`src/rtl/dm_run_sequencer.sv`:
```
// -----------------------------------------------------------------------------
// dm_run_sequencer
//
// Host-side sequencer that sits directly upstream of the processor top level.
// It runs one job in four steps:
//   1. LOAD:  streams an operand image from the host into data memory.
//   2. KICK:  pulses core_req for one cycle.
//   3. RUN:   waits for the core's done level, giving up after TIMEOUT cycles.
//   4. DRAIN: reads the result window back out of data memory and sends it
//             to the host.
// The sequencer drives the data-memory port in every state. The core only
// uses that port while the sequencer sits in RUN.
//
// Ports
//   clk        single clock; all state changes on the rising edge
//   reset      asynchronous, active-high; returns to IDLE at once
//   start      begins a load/run/drain job; sampled only in IDLE, FIN, ERR
//   s_valid    host input byte valid
//   s_data     host input byte
//   s_ready    sequencer accepts s_data this cycle (LOAD only)
//   m_valid    result byte valid (registered)
//   m_data     result byte (registered)
//   m_ready    host accepts m_data this cycle
//   dm_wr_en   data-memory write enable (LOAD handshakes only)
//   dm_addr    data-memory address (0 outside LOAD/DRAIN)
//   dm_wdata   data-memory write data (0 outside LOAD)
//   dm_rdata   data-memory read data, combinational from dm_addr
//   core_req   one-cycle start pulse to the processor
//   core_done  processor done level, sampled only in RUN
//   busy       high in LOAD, KICK, RUN, DRAIN
//   fin        high in FIN
//   err        high in ERR (RUN timed out)
// -----------------------------------------------------------------------------
module dm_run_sequencer #(
  parameter int AW        = 8,
  parameter int LOAD_BASE = 0,
  parameter int LOAD_LEN  = 64,
  parameter int RES_BASE  = 64,
  parameter int RES_LEN   = 32,
  parameter int TIMEOUT   = 4096
) (
  input  logic          clk,
  input  logic          reset,
  input  logic          start,
  input  logic          s_valid,
  input  logic [7:0]    s_data,
  output logic          s_ready,
  output logic          m_valid,
  output logic [7:0]    m_data,
  input  logic          m_ready,
  output logic          dm_wr_en,
  output logic [AW-1:0] dm_addr,
  output logic [7:0]    dm_wdata,
  input  logic [7:0]    dm_rdata,
  output logic          core_req,
  input  logic          core_done,
  output logic          busy,
  output logic          fin,
  output logic          err
);

  // The counter is one bit wider than an address so that a full 2**AW byte
  // transfer can be counted. Its low AW bits are the offset into the window.
  localparam int CW = AW + 1;
  localparam int TW = $clog2(TIMEOUT + 1);

  localparam logic [CW-1:0] LOAD_LAST  = CW'(LOAD_LEN - 1);
  localparam logic [CW-1:0] RES_END    = CW'(RES_LEN);
  localparam logic [TW-1:0] TIMER_LAST = TW'(TIMEOUT - 1);
  localparam logic [AW-1:0] LOAD_ADDR0 = AW'(LOAD_BASE);
  localparam logic [AW-1:0] RES_ADDR0  = AW'(RES_BASE);

  typedef enum logic [2:0] {
    S_IDLE,
    S_LOAD,
    S_KICK,
    S_RUN,
    S_DRAIN,
    S_FIN,
    S_ERR
  } state_t;

  state_t        r_state;
  state_t        w_state_nxt;
  logic [CW-1:0] r_cnt;
  logic [CW-1:0] w_cnt_nxt;
  logic [TW-1:0] r_timer;
  logic [TW-1:0] w_timer_nxt;
  logic          r_m_valid;
  logic          w_m_valid_nxt;
  logic [7:0]    r_m_data;
  logic [7:0]    w_m_data_nxt;
  logic          w_out_hs;

  assign m_valid  = r_m_valid;
  assign m_data   = r_m_data;
  assign w_out_hs = r_m_valid & m_ready;

  // NOTE: sequential state is only ever updated with non-blocking assignments.
  // Every register then samples the values that were present before the clock
  // edge, no matter how the blocks are ordered.
  always_ff @(posedge clk or posedge reset) begin
    if (reset) begin
      r_state   <= S_IDLE;
      r_cnt     <= '0;
      r_timer   <= '0;
      r_m_valid <= 1'b0;
      r_m_data  <= 8'h00;
    end else begin
      r_state   <= w_state_nxt;
      r_cnt     <= w_cnt_nxt;
      r_timer   <= w_timer_nxt;
      r_m_valid <= w_m_valid_nxt;
      r_m_data  <= w_m_data_nxt;
    end
  end

  // NOTE: every signal this block writes gets a default value first. No path
  // through the case statement can leave a signal unassigned, so no latch is
  // inferred.
  always_comb begin
    w_state_nxt   = r_state;
    w_cnt_nxt     = r_cnt;
    w_timer_nxt   = r_timer;
    w_m_valid_nxt = r_m_valid;
    w_m_data_nxt  = r_m_data;
    s_ready       = 1'b0;
    dm_wr_en      = 1'b0;
    dm_addr       = '0;
    dm_wdata      = 8'h00;
    core_req      = 1'b0;
    busy          = 1'b0;
    fin           = 1'b0;
    err           = 1'b0;

    unique case (r_state)
      S_IDLE, S_FIN, S_ERR: begin
        fin = (r_state == S_FIN);
        err = (r_state == S_ERR);
        if (start) begin
          w_state_nxt = S_LOAD;
          w_cnt_nxt   = '0;
        end
      end

      S_LOAD: begin
        busy    = 1'b1;
        s_ready = 1'b1;
        dm_addr = LOAD_ADDR0 + r_cnt[AW-1:0];
        if (s_valid) begin
          dm_wr_en  = 1'b1;
          dm_wdata  = s_data;
          w_cnt_nxt = r_cnt + CW'(1);
          if (r_cnt == LOAD_LAST) begin
            w_state_nxt = S_KICK;
          end
        end
      end

      S_KICK: begin
        busy        = 1'b1;
        core_req    = 1'b1;
        w_timer_nxt = '0;
        w_state_nxt = S_RUN;
      end

      S_RUN: begin
        busy = 1'b1;
        if (core_done) begin
          w_state_nxt = S_DRAIN;
          w_cnt_nxt   = '0;
        end else begin
          w_timer_nxt = r_timer + TW'(1);
          if (r_timer == TIMER_LAST) begin
            w_state_nxt = S_ERR;
          end
        end
      end

      S_DRAIN: begin
        busy    = 1'b1;
        dm_addr = RES_ADDR0 + r_cnt[AW-1:0];
        // Fetch the next byte when the output slot is empty or is being
        // emptied this cycle. Otherwise hold m_data stable. If the slot is
        // being emptied and no bytes are left, clear it.
        if ((r_cnt < RES_END) && (!r_m_valid || m_ready)) begin
          w_m_data_nxt  = dm_rdata;
          w_m_valid_nxt = 1'b1;
          w_cnt_nxt     = r_cnt + CW'(1);
        end else if (w_out_hs) begin
          w_m_valid_nxt = 1'b0;
        end
        if ((r_cnt == RES_END) && w_out_hs) begin
          w_state_nxt = S_FIN;
        end
      end

      default: begin
        w_state_nxt = S_IDLE;
      end
    endcase
  end

endmodule

```
`config.mk`:
```
export PLATFORM = sky130hd
export DESIGN_NAME = dm_run_sequencer
export DESIGN_NICKNAME = d
export VERILOG_FILES = /design/src/rtl/dm_run_sequencer.sv
export SDC_FILE = /design/constraint.sdc
export NUM_CORES = 1
export LEC_CHECK = 0
export ABC_AREA = 1
export CAP_MARGIN = 40
export CORE_UTILIZATION = 50
export DETAILED_ROUTE_END_ITERATION = 16
export PLACE_DENSITY = 0.8
export SKIP_LAST_GASP = 1
export SYNTH_ARGS = -nofsm -noshare
export SYNTH_HDL_FRONTEND = slang
export SYNTH_SLANG_ARGS = --single-unit
export TNS_END_PERCENT = 20
```
`constraint.sdc`:
```
create_clock -name clk -period 1.99 [get_ports clk]
set_clock_uncertainty 0.05 [all_clocks]
set_input_delay 0.4975 -clock clk [delete_from_list [all_inputs] [get_ports clk]]
set_output_delay 0.4975 -clock clk [all_outputs]
set_load 0.03 [all_outputs]
```
==> run_results.csv <==
group,metric,value,unit
clock_network,numCtsBuffers,5,
clock_network,cts_tree,"done",
detailed_routing,drt_iter0_drc,96,
sta,tightest_slew,386,ps
setup_path,r2r_slack,160,ps
layout,antenna_cells,0,
clock_network,path_clk_slew,70,ps
synthesis,syn-mean-instance-area,7.05,µm²
placed_design,io_buffers,52,
detailed_routing,drc,0,
synthesis,synthTopCellsByArea,"dfrtp_1, nand2_1, nor2_1",
grt,grt.total_usage,24.4,%
floorplan,die_h,68.7,µm
placed_design,hpwl,3760,µm
detailed_routing,wl_per_cell,12.7,µm
detailed_routing,first_pass_iters,4,
setup_path,end_kind,"primary output",
layout,multi_input_area,0.00121,mm²
sta,final-setup-viol-count,7,
synthesis,yosysWarnings,0,
grt,gr-total-overflow,0,
layout,areaGrowthSynthToFinish,37.7,%
grt,grt_pass1_vias,2011,
sta,finalHoldViolCount,0,
setup_path,required,1440,ps
layout,drive_above_1_share,22.7,%
sta,post-route-period-util,104,%
floorplan,ios,53,
setup_path,reg2reg_from,"r_state[0]$_DFFE_PP0P_",
floorplan,dieArea,0.00471,mm²
synthesis,syn-num-nets,342,
floorplan,core-area,0.00414,mm²
setup_path,critPathKind,"reg2out",
setup_path,crit_arrival,1530,ps
setup_path,rr_endpoint,"r_cnt[7]$_DFFE_PP0P_",
clock_network,cts-root-buf,"clkbuf_8",
layout,fin_area,0.00306,mm²
sta,finalMaxSlewViolations,0,
sta,finalWorstSetupSlack,-86.5,ps
synthesis,ys_seq_area_share,38.3,%
min_path,hold_path.class,"in2async",
detailed_routing,via_count,2292,
synthesis,ys_seq_elements,34,
layout,fillers,316,
sta,layout_min_cycle_time,2080,ps
grt,grt_util_met2,42.5,%
synthesis,synth_cell_types,32,
synthesis,yosysTopAreaCellShare,38.3,%
floorplan,die_x,68.7,µm
layout,seqCellArea,855,µm²
detailed_routing,ant_nets,0,
setup_path,critical_path.max_fanout,6,
sta,rsz0062_at_grt,"true",
grt,busiest_layer,"met2",
synthesis,syn_area,0.00222,mm²
detailed_routing,via_per_inst,5.19,
grt,grt_pass1_wl,8520,µm
setup_path,reg2reg_depth,9,
placed_design,placedCellCount,420,
grt,grt_start_max_net_pins,28,
sta,slew_headroom,74.2,%
clock_network,postCtsHoldBufs,0,
clock_network,cts.sinks,34,
flow_run,drv_cap,0,
layout,utilization,73.9,%
placed_design,placed_area,0.00279,mm²
placed_design,gp_congestion,0.859,
clock_network,cts_buffer_depth,2,
sta,fmax,0.482,GHz
clock_network,cts_htree_levels,2,
setup_path,crit_path_end,"dm_addr[2]",
setup_path,crit_start,"r_state[0]$_DFFE_PP0P_",
grt,use_met3,5.26,%
detailed_routing,totalWireLength,5630,µm
run_status,outcome,"complete, but fails checks",
floorplan,rows,23,
setup_path,start_kind,"flop",
power,peakVddDrop,0.000842,V
grt,grt_antenna_before_repair,0,
synthesis,synth_top_cell_by_area,"dfrtp_1",
layout,layout_common_cells,"nand2_1, nor2_1, buf_4",
layout,final_common_cell,"nand2_1",
clock_network,clk_latency,290,ps
power,power.density,1250,mW/mm²
layout,stdcell_count,442,
layout,fin_nets,418,
synthesis,synth_cells,315,
run_status,violations,"setup timing",
grt,grt_use_met1,29.8,%
power,leakage,1.49,nW
floorplan,start_util,53.6,%
## layout make-up
| class | count | share of cell area [%] |
|---|---|---|
| clock buffers | 6 | 2.37 |
| clock inverters | 2 | 1.23 |
| inverters | 36 | 4.78 |
| multi-input cells | 237 | 39.4 |
| flip-flops and latches | 34 | 27.9 |
| well taps | 50 | 2.04 |
| repair buffers | 76 | 22.0 |
| repair inverters | 1 | 0.245 |
## worst max-delay path: stages, from the launching register on
cell	delay, ps
dfrtp_2	440
nor2_4	150
nand2_4	70
nand2_4	110
clkinvlp_4	170
nor2_1	130
buf_4	170
## logic make-up after synthesis
group                      synth area share [%]
AOI/OAI and AO/OA                          8.45
DFF                                        38.3
and+or+nand+nor                            39.6
buffers and inverters                      8.84
xor gates and xnor gates                   1.97
adders and majority gates                  2.82
## metrics by stage
stage | setup WS [ps] | TNS [ps] | hold slack (ps) | total power, W
2_1_floorplan | -13.9 | -83.4 | 425 | 0.00231
3_3_place_gp | 19.3 | 0 | 406 | 0.00286
3_5_place_dp | 4.44 | 0 | 413 | 0.00288
4_1_cts | -29.7 | -191 | 432 | 0.00373
5_1_grt | -135 | -1290 | 465 | 0.00405
6_report | -86.5 | -490 | 429 | 0.00384
## synthesized netlist by cell type, drive strengths merged
cell type	n
nand2	105
nor2	54
dfrtp	34
inv	34
nand3	24
o21ai	21
a21oi	9
buf	6
ha	5
nand4	5
nor3	5
xnor2	4
clkbuf	2
clkinv	2
and3	1
nand3b	1
nor3b	1
o21bai	1
xor2	1
## layer usage
metal / vias up / share of wire (%) / wire length [µm]
met3: 17 / 5.5 / 308
li1: 1141 / - / -
met5: - / 0 / 0
met1: 1047 / 42 / 2370
met2: 87 / 50 / 2830
met4: 0 / 2.4 / 134
## worst min path at each step
| stage | from | endpoint | slack (ps) | cells after the start |
|---|---|---|---|---|
| after floorplan | r_timer[3]$_DFFE_PP0P_ | r_timer[3]$_DFFE_PP0P_ | 420 | 1 |
| after global placement | m_data[6]$_DFFE_PP0P_ | m_data[6]$_DFFE_PP0P_ | 410 | 2 |
| after global routing | m_data[5]$_DFFE_PP0P_ | m_data[5]$_DFFE_PP0P_ | 460 | 2 |
| final | reset | r_cnt[4]$_DFFE_PP0P_ | 430 | 2 |
| after detailed placement | m_data[6]$_DFFE_PP0P_ | m_data[6]$_DFFE_PP0P_ | 410 | 2 |
| after CTS | m_data[6]$_DFFE_PP0P_ | m_data[6]$_DFFE_PP0P_ | 430 | 2 |
## state kept, by name, summed over array words and instances, names as in the netlist
register	count
r_cnt	9
m_valid	1
r_timer	13
m_data	8
r_state	3
## what timing repair did
action	in CTS	in global routing
buffers inserted	7	6
cloned	1	0
endpoints found under the setup margin	10	20
gates resized for setup	11	10
## power breakdown
group          switching [W]  total (W)  internal, W  leakage [nW]
logic                0.00140    0.00224     0.000839         0.991
registers           0.000120   0.000961     0.000841         0.452
clock network       0.000266   0.000639     0.000374        0.0514
(Power assumes the default switching activity.)
